===== src/rtl/store_buffer.sv =====
// ============================================================================
// Module   : store_buffer
// Purpose  : Posted-write FIFO between core data port and data memory, with
//            youngest-match load forwarding. Optional: STORE_BUF_COALESCE_EN.
// Revision : 1.0
// ============================================================================
`timescale 1ns/1ps
`default_nettype none

module store_buffer #(
  parameter int DEPTH  = 4,
  parameter int ADDR_W = 32,
  parameter int DATA_W = 32
) (
  input  logic              clk,
  input  logic              reset,
  input  logic              st_valid,
  input  logic [ADDR_W-1:0] st_addr,
  input  logic [DATA_W-1:0] st_data,
  output logic              st_full,
  input  logic [ADDR_W-1:0] ld_addr,
  output logic              ld_hit,
  output logic [DATA_W-1:0] ld_data,
  output logic              mem_req,
  output logic [ADDR_W-1:0] mem_addr,
  output logic [DATA_W-1:0] mem_wdata,
  input  logic              mem_ack,
  output logic              err_overflow
);

  localparam int PTR_W = $clog2(DEPTH);
  localparam logic [PTR_W-1:0] C_PTR_ONE  = PTR_W'(1);
  localparam logic [PTR_W:0]   C_CNT_ONE  = (PTR_W+1)'(1);
  localparam logic [PTR_W:0]   C_CNT_FULL = (PTR_W+1)'(DEPTH);

  logic [ADDR_W-1:0] r_addr [DEPTH];
  logic [DATA_W-1:0] r_data [DEPTH];
  logic [PTR_W-1:0]  r_head;
  logic [PTR_W-1:0]  r_tail;
  logic [PTR_W:0]    r_count;
  logic              r_err;

  logic w_full;
  logic w_push;
  logic w_pop;
  logic w_coalesce;
  logic w_overflow;
  logic w_unused_ld_lsb;

  assign w_full  = (r_count == C_CNT_FULL);
  assign st_full = w_full;
  assign mem_req = (r_count != '0);
  assign mem_addr  = r_addr[r_head];
  assign mem_wdata = r_data[r_head];
  assign err_overflow = r_err;
  assign w_unused_ld_lsb = ^ld_addr[1:0];

`ifdef STORE_BUF_COALESCE_EN
  localparam logic [PTR_W:0] C_CNT_TWO = (PTR_W+1)'(2);
  logic [PTR_W-1:0] w_young_idx;

  // The head may be mid-handshake, so only a non-head youngest entry merges.
  assign w_young_idx = r_tail - C_PTR_ONE;
  assign w_coalesce  = st_valid && (r_count >= C_CNT_TWO) &&
                       (st_addr[ADDR_W-1:2] == r_addr[w_young_idx][ADDR_W-1:2]);
`else
  assign w_coalesce = 1'b0;
`endif

  assign w_push     = st_valid && !w_full && !w_coalesce;
  assign w_overflow = st_valid &&  w_full && !w_coalesce;
  assign w_pop      = mem_req && mem_ack;

  always_ff @(posedge clk or posedge reset) begin
    if (reset) begin
      r_head  <= '0;
      r_tail  <= '0;
      r_count <= '0;
      r_err   <= 1'b0;
    end else begin
      if (w_push) r_tail <= r_tail + C_PTR_ONE;
      if (w_pop)  r_head <= r_head + C_PTR_ONE;
      case ({w_push, w_pop})
        2'b10:   r_count <= r_count + C_CNT_ONE;
        2'b01:   r_count <= r_count - C_CNT_ONE;
        default: r_count <= r_count;
      endcase
      if (w_overflow) r_err <= 1'b1;
    end
  end

  // Entry payload needs no reset; validity is carried entirely by r_count.
  always_ff @(posedge clk) begin
    if (w_push) begin
      r_addr[r_tail] <= st_addr;
      r_data[r_tail] <= st_data;
    end
`ifdef STORE_BUF_COALESCE_EN
    if (w_coalesce) r_data[w_young_idx] <= st_data;
`endif
  end

  // Walk oldest to youngest so the last match (youngest) wins.
  always_comb begin
    logic [PTR_W-1:0] v_idx;
    ld_hit  = 1'b0;
    ld_data = '0;
    v_idx   = '0;
    for (int i = 0; i < DEPTH; i++) begin
      v_idx = r_head + PTR_W'(i);
      if (((PTR_W+1)'(i) < r_count) &&
          (r_addr[v_idx][ADDR_W-1:2] == ld_addr[ADDR_W-1:2])) begin
        ld_hit  = 1'b1;
        ld_data = r_data[v_idx];
      end
    end
  end

endmodule

`default_nettype wire

===== config.mk =====
export PLATFORM = sky130hd
export DESIGN_NAME = store_buffer
export DESIGN_NICKNAME = d
export VERILOG_FILES = /design/src/rtl/store_buffer.sv
export SDC_FILE = /design/constraint.sdc
export NUM_CORES = 1
export LEC_CHECK = 0
export CORE_MARGIN = 4
export CORE_UTILIZATION = 28
export CTS_CLUSTER_SIZE = 20
export DETAILED_ROUTE_END_ITERATION = 16
export PLACE_DENSITY = 0.49
export REMOVE_ABC_BUFFERS = 1
export SYNTH_ARGS = -nofsm -noshare
export SYNTH_HDL_FRONTEND = slang
export SYNTH_SLANG_ARGS = --single-unit

===== constraint.sdc =====
create_clock -name clk -period 11.6 [get_ports clk]
set_clock_uncertainty 0.2 [all_clocks]
set_input_delay 1.74 -clock clk [delete_from_list [all_inputs] [get_ports clk]]
set_output_delay 1.74 -clock clk [all_outputs]
set_load 0.01 [all_outputs]

==> results.toml, run 1 <==
[clock_tree]
worst_skew_pair.late_latency_ns = 0.55
worst_setup_hold_path_clk_slew_ns = 0.05
ctsResizeCount = 0
cts_hold_repair.buffers = 0
cts_htree_levels = 2
tritoncts_clock_tree = "built"
cts_sinks = 264
post-cts-setup-buffer-count = 0
clk_path_buf_depth = 3
cts_root_buffer = "sky130_fd_sc_hd__clkbuf_16"
cts_made_buffers = 37

[timing]
setup_ws_ns = 3.38
final_min_period_over_clock_period = 0.709
timing.final.setup_violations = 0
final.setup.tns_ns = 0
worst_hold_slack_ns = 0.262
final_min_period_ns = 8.22
rsz0062_at_grt = "false"
worst_slew_margin_rel = 0.326
report.final.hold_viol_count = 0
max_clock_freq_ghz = 0.122
timing_worst_slew_pin_value_ns = 1.01
slew_viol_final = 0

[placed_design]
place.detailed.instances = 2313
io_buffer_count = 197
hpwl_after_detailed_placement_mm = 34.7
place_worst_setup_slack_ns = 3.55
routabilityCongestion = 0.870

[logic_synthesis]
seq_area_frac_synth = 0.462
ys_async_sr_fraction = 0.0303
ys_dominant_reg_cell = "sky130_fd_sc_hd__edfxtp_1"
syn-cell-area_sq_um = 17100
synth_edf_count = 256
yosys.area.top_type = "sky130_fd_sc_hd__edfxtp_1"
postSynthRegisterBits = 264
synthMostInstantiatedCell = "sky130_fd_sc_hd__edfxtp_1"
postSynthCellCount = 1434
synthesis.yosys.warnings = 0
netlist_top_cells_area = "sky130_fd_sc_hd__edfxtp_1, sky130_fd_sc_hd__mux2i_1, sky130_fd_sc_hd__mux4_2"
synthesized_area_per_cell_sq_um = 11.9
synth_top_area_share = 0.450
synth_top_cells_by_count = "sky130_fd_sc_hd__edfxtp_1, sky130_fd_sc_hd__mux2i_1, sky130_fd_sc_hd__nand2_1"
synth.lib_cells_used.distinct = 57

[setup_path]
endpoint_required_time_on_the_critical_path_ns = 9.66
critPathBufInv = 3
cpLargestDelayFamily = "simple AND/OR/NAND/NOR gates"
critPathMaxStageDelay_ns = 0.86
critical_path.max_fanout = 40
setup.worst_path.end_class = "primary output"
cp_data_arrival_time_ns = 6.28
worst_path_max_delay_cell = "sky130_fd_sc_hd__dfrtp_4"
start_kind = "register"
timing_worst_setup_path_type = "register to primary output"
crit_path_cell_trace = "buf_4 -> mux4_1 -> xor2_1 -> nor4_1 -> nand2_1 -> or4_1 -> nor4b_2 -> or2_2 -> buf_4 -> a211oi_2 -> a211oi_2 -> clkdlybuf4s50_1"

[global_routing]
antenna_found_initial = 5
grt_first_pass_wirelength_mm = 76.2
overflow = 0
grt_max_degree = 118
gr-usage-all-layers = 0.156
first_global_vias = 12217

[detailed_routing]
drt_drc_violations_left = 0
route.detailed.vias_per_inst = 5.03
detail_route.wirelength_mm = 51.8
final_antenna_net_count = 0
number_of_drc_markers_after_the_initial_detailed_route_iteration = 672
detailedRoute.firstPassIterationCount = 5
routed-via-count = 11965
wire_per_inst_microns = 21.8

[floorplan]
initial_utilization = 0.283
vertical_die_dimension_microns = 255
coreArea_sq_um = 60400
die_w_microns = 255
std_cell_rows = 90
design.die.area_sq_um = 65000
design.portCount = 200

[layout]
multiInputGateArea_sq_um = 8380
layout.area.seq_sq_um = 7900
synthesis_to_layout_area_growth_pct = 21.3
num-nets-final = 1679
final_cell_count_no_fill = 2379
post_route_cells_drive_above_1_share = 0.159
fillerInstances = 5954

[run]
drv.max_cap_violation_count = 0

[run_status]
run_status = "complete, no violations"

[min_path]
min-delay-path-class = "register to register"

[power]
p_total_mw = 5.15
max-vdd-ir-drop_uv = 194
p_leak_nw = 7.25
pwr_density_cell_nw_per_um2 = 248
stage by stage:
| step | cell area, sq um | util |
|---|---|---|
| 2_1_floorplan | 16400 | - |
| 4_1_cts | 20700 | 0.343 |
| 6_report | 20700 | 0.343 |
| 5_1_grt | 20700 | 0.343 |
| 3_5_place_dp | 19600 | 0.324 |
| 3_3_place_gp | 19600 | 0.324 |
layout make-up:
cell class	count	share of cell area
tap	782	0.0472
timing repair buffer	215	0.103
antenna	1	0.000121
multi-input combinational	1000	0.404
inverter	52	0.00967
clock buffer	47	0.0486
clock inverter	18	0.00592
sequential	264	0.381
cell usage in the layout, fill, tap and decap left out, types with 9 or more instances in the layout:
master / instances
sky130_fd_sc_hd__edfxtp_1: 256
sky130_fd_sc_hd__a211oi_2: 60
sky130_fd_sc_hd__o21ai_1: 28
sky130_fd_sc_hd__mux2i_1: 218
sky130_fd_sc_hd__o21ai_0: 50
sky130_fd_sc_hd__clkdlybuf4s50_1: 197
sky130_fd_sc_hd__buf_4: 16
sky130_fd_sc_hd__xnor2_1: 83
sky130_fd_sc_hd__mux2_2: 53
sky130_fd_sc_hd__ha_1: 9
sky130_fd_sc_hd__nand2_1: 174
sky130_fd_sc_hd__clkbuf_16: 39
sky130_fd_sc_hd__nor2_1: 57
sky130_fd_sc_hd__mux4_2: 51
sky130_fd_sc_hd__xor2_1: 28
sky130_fd_sc_hd__a21oi_1: 77
sky130_fd_sc_hd__inv_1: 51
sky130_fd_sc_hd__nand4_1: 16
kinds of logic (layout without fill, tap and decap cells):
family,Yosys count,in the layout,share of synthesized area
DFF,264,264,0.462
AOI/OAI and AO/OA,261,261,0.111
muxes,332,332,0.241
buffers and inverters,170,332,0.0503
and+or+nand+nor,287,287,0.0721
xor gates and xnor gates,111,111,0.0569
other,0,1,0
adders and majority gates,9,9,0.00659
flip-flops by register name, indices dropped and copies added, names as in the netlist:
signal        flops
r_tail            2
r_count           3
r_data          128
r_addr          128
err_overflow      1
r_head            2
path summary, 6_finish.rpt:
check / from / endpoint / slack [ns] / depth (start not counted)
setup / recovery: r_head[0] / ld_data[3] / 3.38 / 12
hold / removal: err_overflow / err_overflow / 0.26 / 1
setup reg to reg: r_count[0] / r_addr[1][24] / 8.23 / 6
hold reg to reg: err_overflow / err_overflow / 0.26 / 1
max in group asynchronous: reset / r_head[0] / 9.68 / 2
min in group asynchronous: reset / r_head[1] / 1.25 / 2
worst register-to-register path: stages, from the launching register on:
cell and delay [ns]:
sky130_fd_sc_hd__dfrtp_1 0.46, sky130_fd_sc_hd__inv_1 0.09, sky130_fd_sc_hd__ha_1 0.22, sky130_fd_sc_hd__and2_1 0.17, sky130_fd_sc_hd__nor2b_1 0.46, sky130_fd_sc_hd__and2_4 0.66, sky130_fd_sc_hd__buf_4 0.71
report_power, final:
group          internal [mW]  switching (mW)  total, mW
registers               1.27           0.160       1.43
logic                   1.18            1.48       2.67
clock network          0.634           0.419       1.05
total                   3.09            2.06       5.15
metal layers:
layer	GRT usage	vias up	wire length [microns]
met4	0.0513	6	1530
met3	0.0331	84	3200
met1	0.201	5874	22300
li1	-	5644	-
met5	0	-	34
met2	0.264	357	24700
Note: power is estimated with default switching activity, not from simulation.
==> run 2: changes to the inputs <==
--- a/config.mk
+++ b/config.mk
@@ -9,7 +9,7 @@
 export CORE_UTILIZATION = 28
 export CTS_CLUSTER_SIZE = 20
 export DETAILED_ROUTE_END_ITERATION = 16
-export PLACE_DENSITY = 0.49
+export PLACE_DENSITY = 0.5
 export REMOVE_ABC_BUFFERS = 1
 export SYNTH_ARGS = -nofsm -noshare
 export SYNTH_HDL_FRONTEND = slang
==> constraint.sdc (replaced) <==
create_clock -name clk -period 6.6 [get_ports clk]
set_clock_uncertainty 0.2 [all_clocks]
set_input_delay 0.99 -clock clk [delete_from_list [all_inputs] [get_ports clk]]
set_output_delay 0.99 -clock clk [all_outputs]
set_load 0.01 [all_outputs]
==> results.toml, run 2 (synthesis results as in run 1) <==
[global_routing]
grt_max_degree = 99
grt_first_pass_wirelength_mm = 77.0
gr-usage-all-layers = 0.157
overflow = 0
antenna_found_initial = 4
first_global_vias = 12433

[floorplan]
design.portCount = 200
die_w_microns = 255
std_cell_rows = 90
initial_utilization = 0.283
vertical_die_dimension_microns = 255
design.die.area_sq_um = 65000
coreArea_sq_um = 60400

[clock_tree]
clk_path_buf_depth = 3
ctsResizeCount = 0
post-cts-setup-buffer-count = 0
tritoncts_clock_tree = "built"
cts_hold_repair.buffers = 0
worst_skew_pair.late_latency_ns = 0.53
cts_sinks = 264
cts_htree_levels = 2
cts_root_buffer = "sky130_fd_sc_hd__clkbuf_16"
worst_setup_hold_path_clk_slew_ns = 0.06
cts_made_buffers = 35

[setup_path]
cp_data_arrival_time_ns = 5.04
setup.worst_path.end_class = "primary output"
timing_worst_setup_path_type = "register to primary output"
critical_path.max_fanout = 45
endpoint_required_time_on_the_critical_path_ns = 5.41
start_kind = "register"

[placed_design]
place_worst_setup_slack_ns = 0.551
hpwl_after_detailed_placement_mm = 35.4
routabilityCongestion = 0.900
io_buffer_count = 197
postPlaceCellArea_sq_um = 19800

[layout]
most_frequent_cells_in_the_layout = "sky130_fd_sc_hd__edfxtp_1, sky130_fd_sc_hd__mux2i_1, sky130_fd_sc_hd__clkdlybuf4s50_1"
num-nets-final = 1695
final_common_cell = "sky130_fd_sc_hd__edfxtp_1"
fin_area_sq_um = 20900
largest_registers = "r_addr: 128 flops, r_data: 128 flops, r_count: 3 flops"
post_route_cells_drive_above_1_share = 0.167
synthesis_to_layout_area_growth_pct = 22.5

[timing]
slew_viol_final = 0
setup_ws_ns = 0.368
max_clock_freq_ghz = 0.160
final_min_period_over_clock_period = 0.944
timing.final.setup_violations = 0
worst_slew_margin_rel = 0.383
timing_worst_slew_pin_value_ns = 0.926
worst_hold_slack_ns = 0.257
rsz0062_at_grt = "false"
report.final.hold_viol_count = 0
final_min_period_ns = 6.23

[min_path]
min-delay-path-class = "register to register"

[detailed_routing]
wire_per_inst_microns = 21.8
routed-via-count = 12149
detail_route.wirelength_mm = 52.2
route.detailed.vias_per_inst = 5.07
drt_drc_violations_left = 0
number_of_drc_markers_after_the_initial_detailed_route_iteration = 635
detailedRoute.firstPassIterationCount = 5
final_antenna_net_count = 0

[power]
p_leak_nw = 7.36
p_total_mw = 9.09
pwr_density_cell_nw_per_um2 = 435
max-vdd-ir-drop_uv = 304

[run]
drv.max_cap_violation_count = 0

[run_status]
run_status = "complete, no violations"
## run 2: cell types whose count changed in the layout (fill, tap and decap cells not counted)
cell	change
sky130_fd_sc_hd__buf_12	+8
sky130_fd_sc_hd__diode_2	+1
sky130_fd_sc_hd__clkinv_1	-1
sky130_fd_sc_hd__inv_6	-1
sky130_fd_sc_hd__clkinv_4	-2
sky130_fd_sc_hd__clkinvlp_4	+1
sky130_fd_sc_hd__buf_16	+1
sky130_fd_sc_hd__buf_4	+9
sky130_fd_sc_hd__bufinv_16	+1
sky130_fd_sc_hd__clkbuf_16	-2
## run 2: cell type report
class,instances,area [sq um]
fillers,5971,39400
flip-flops and latches,264,7900
diodes,2,5.00
clock buffers,45,956
multi-input cells,1000,8380
well taps,782,978
clock inverters,16,130
inverters,52,200
repair buffers,233,2390
## run 2: per-stage QoR
step | util | TNS [ns] | cells
final | 0.347 | 0 | 2394
after global routing | 0.347 | 0 | 2392
after CTS | 0.346 | 0 | 2391
after detailed placement | 0.328 | 0 | 2330
after global placement | 0.328 | 0 | 2330
after floorplan | - | -629.90 | 1316
## run 2: path summary, 6_finish.rpt
check,from,slack [ns],to,cells past startpoint
max in group asynchronous,reset,5.42,r_head[0],2
hold reg to reg,err_overflow,0.26,err_overflow,1
setup / recovery,r_head[1],0.37,ld_data[14],12
hold / removal,err_overflow,0.26,err_overflow,1
setup reg to reg,r_count[0],3.23,r_addr[2][30],6
min in group asynchronous,reset,0.51,r_count[2],2
## run 2: critical path, stage by stage, from the launching register on
cell and delay (ns):
sky130_fd_sc_hd__dfrtp_4 0.88, sky130_fd_sc_hd__mux4_1 0.45, sky130_fd_sc_hd__xor2_1 0.18, sky130_fd_sc_hd__nor4_1 0.42, sky130_fd_sc_hd__nand2_1 0.16, sky130_fd_sc_hd__or4_1 0.44
sky130_fd_sc_hd__nor4b_2 0.29, sky130_fd_sc_hd__buf_4 0.18, sky130_fd_sc_hd__or2_2 0.31, sky130_fd_sc_hd__buf_12 0.22, sky130_fd_sc_hd__a211oi_2 0.06, sky130_fd_sc_hd__a211oi_2 0.26
sky130_fd_sc_hd__clkdlybuf4s50_1 0.60
## run 2: routing by layer
metal  global-route usage  share of wire  vias up
li1                     -              -     5670
met1                0.201           0.44     6046
met2                0.268           0.48      338
met3               0.0301          0.052       91
met4               0.0513          0.029        4
met5                    0        0.00071        -
## run 2: power breakdown
| group | leakage, nW | internal (mW) | total [mW] | switching [mW] |
|---|---|---|---|---|
| clock | 0.523 | 1.10 | 1.81 | 0.717 |
| combinational | 4.40 | 2.15 | 4.79 | 2.64 |
| sequential | 2.44 | 2.23 | 2.49 | 0.261 |
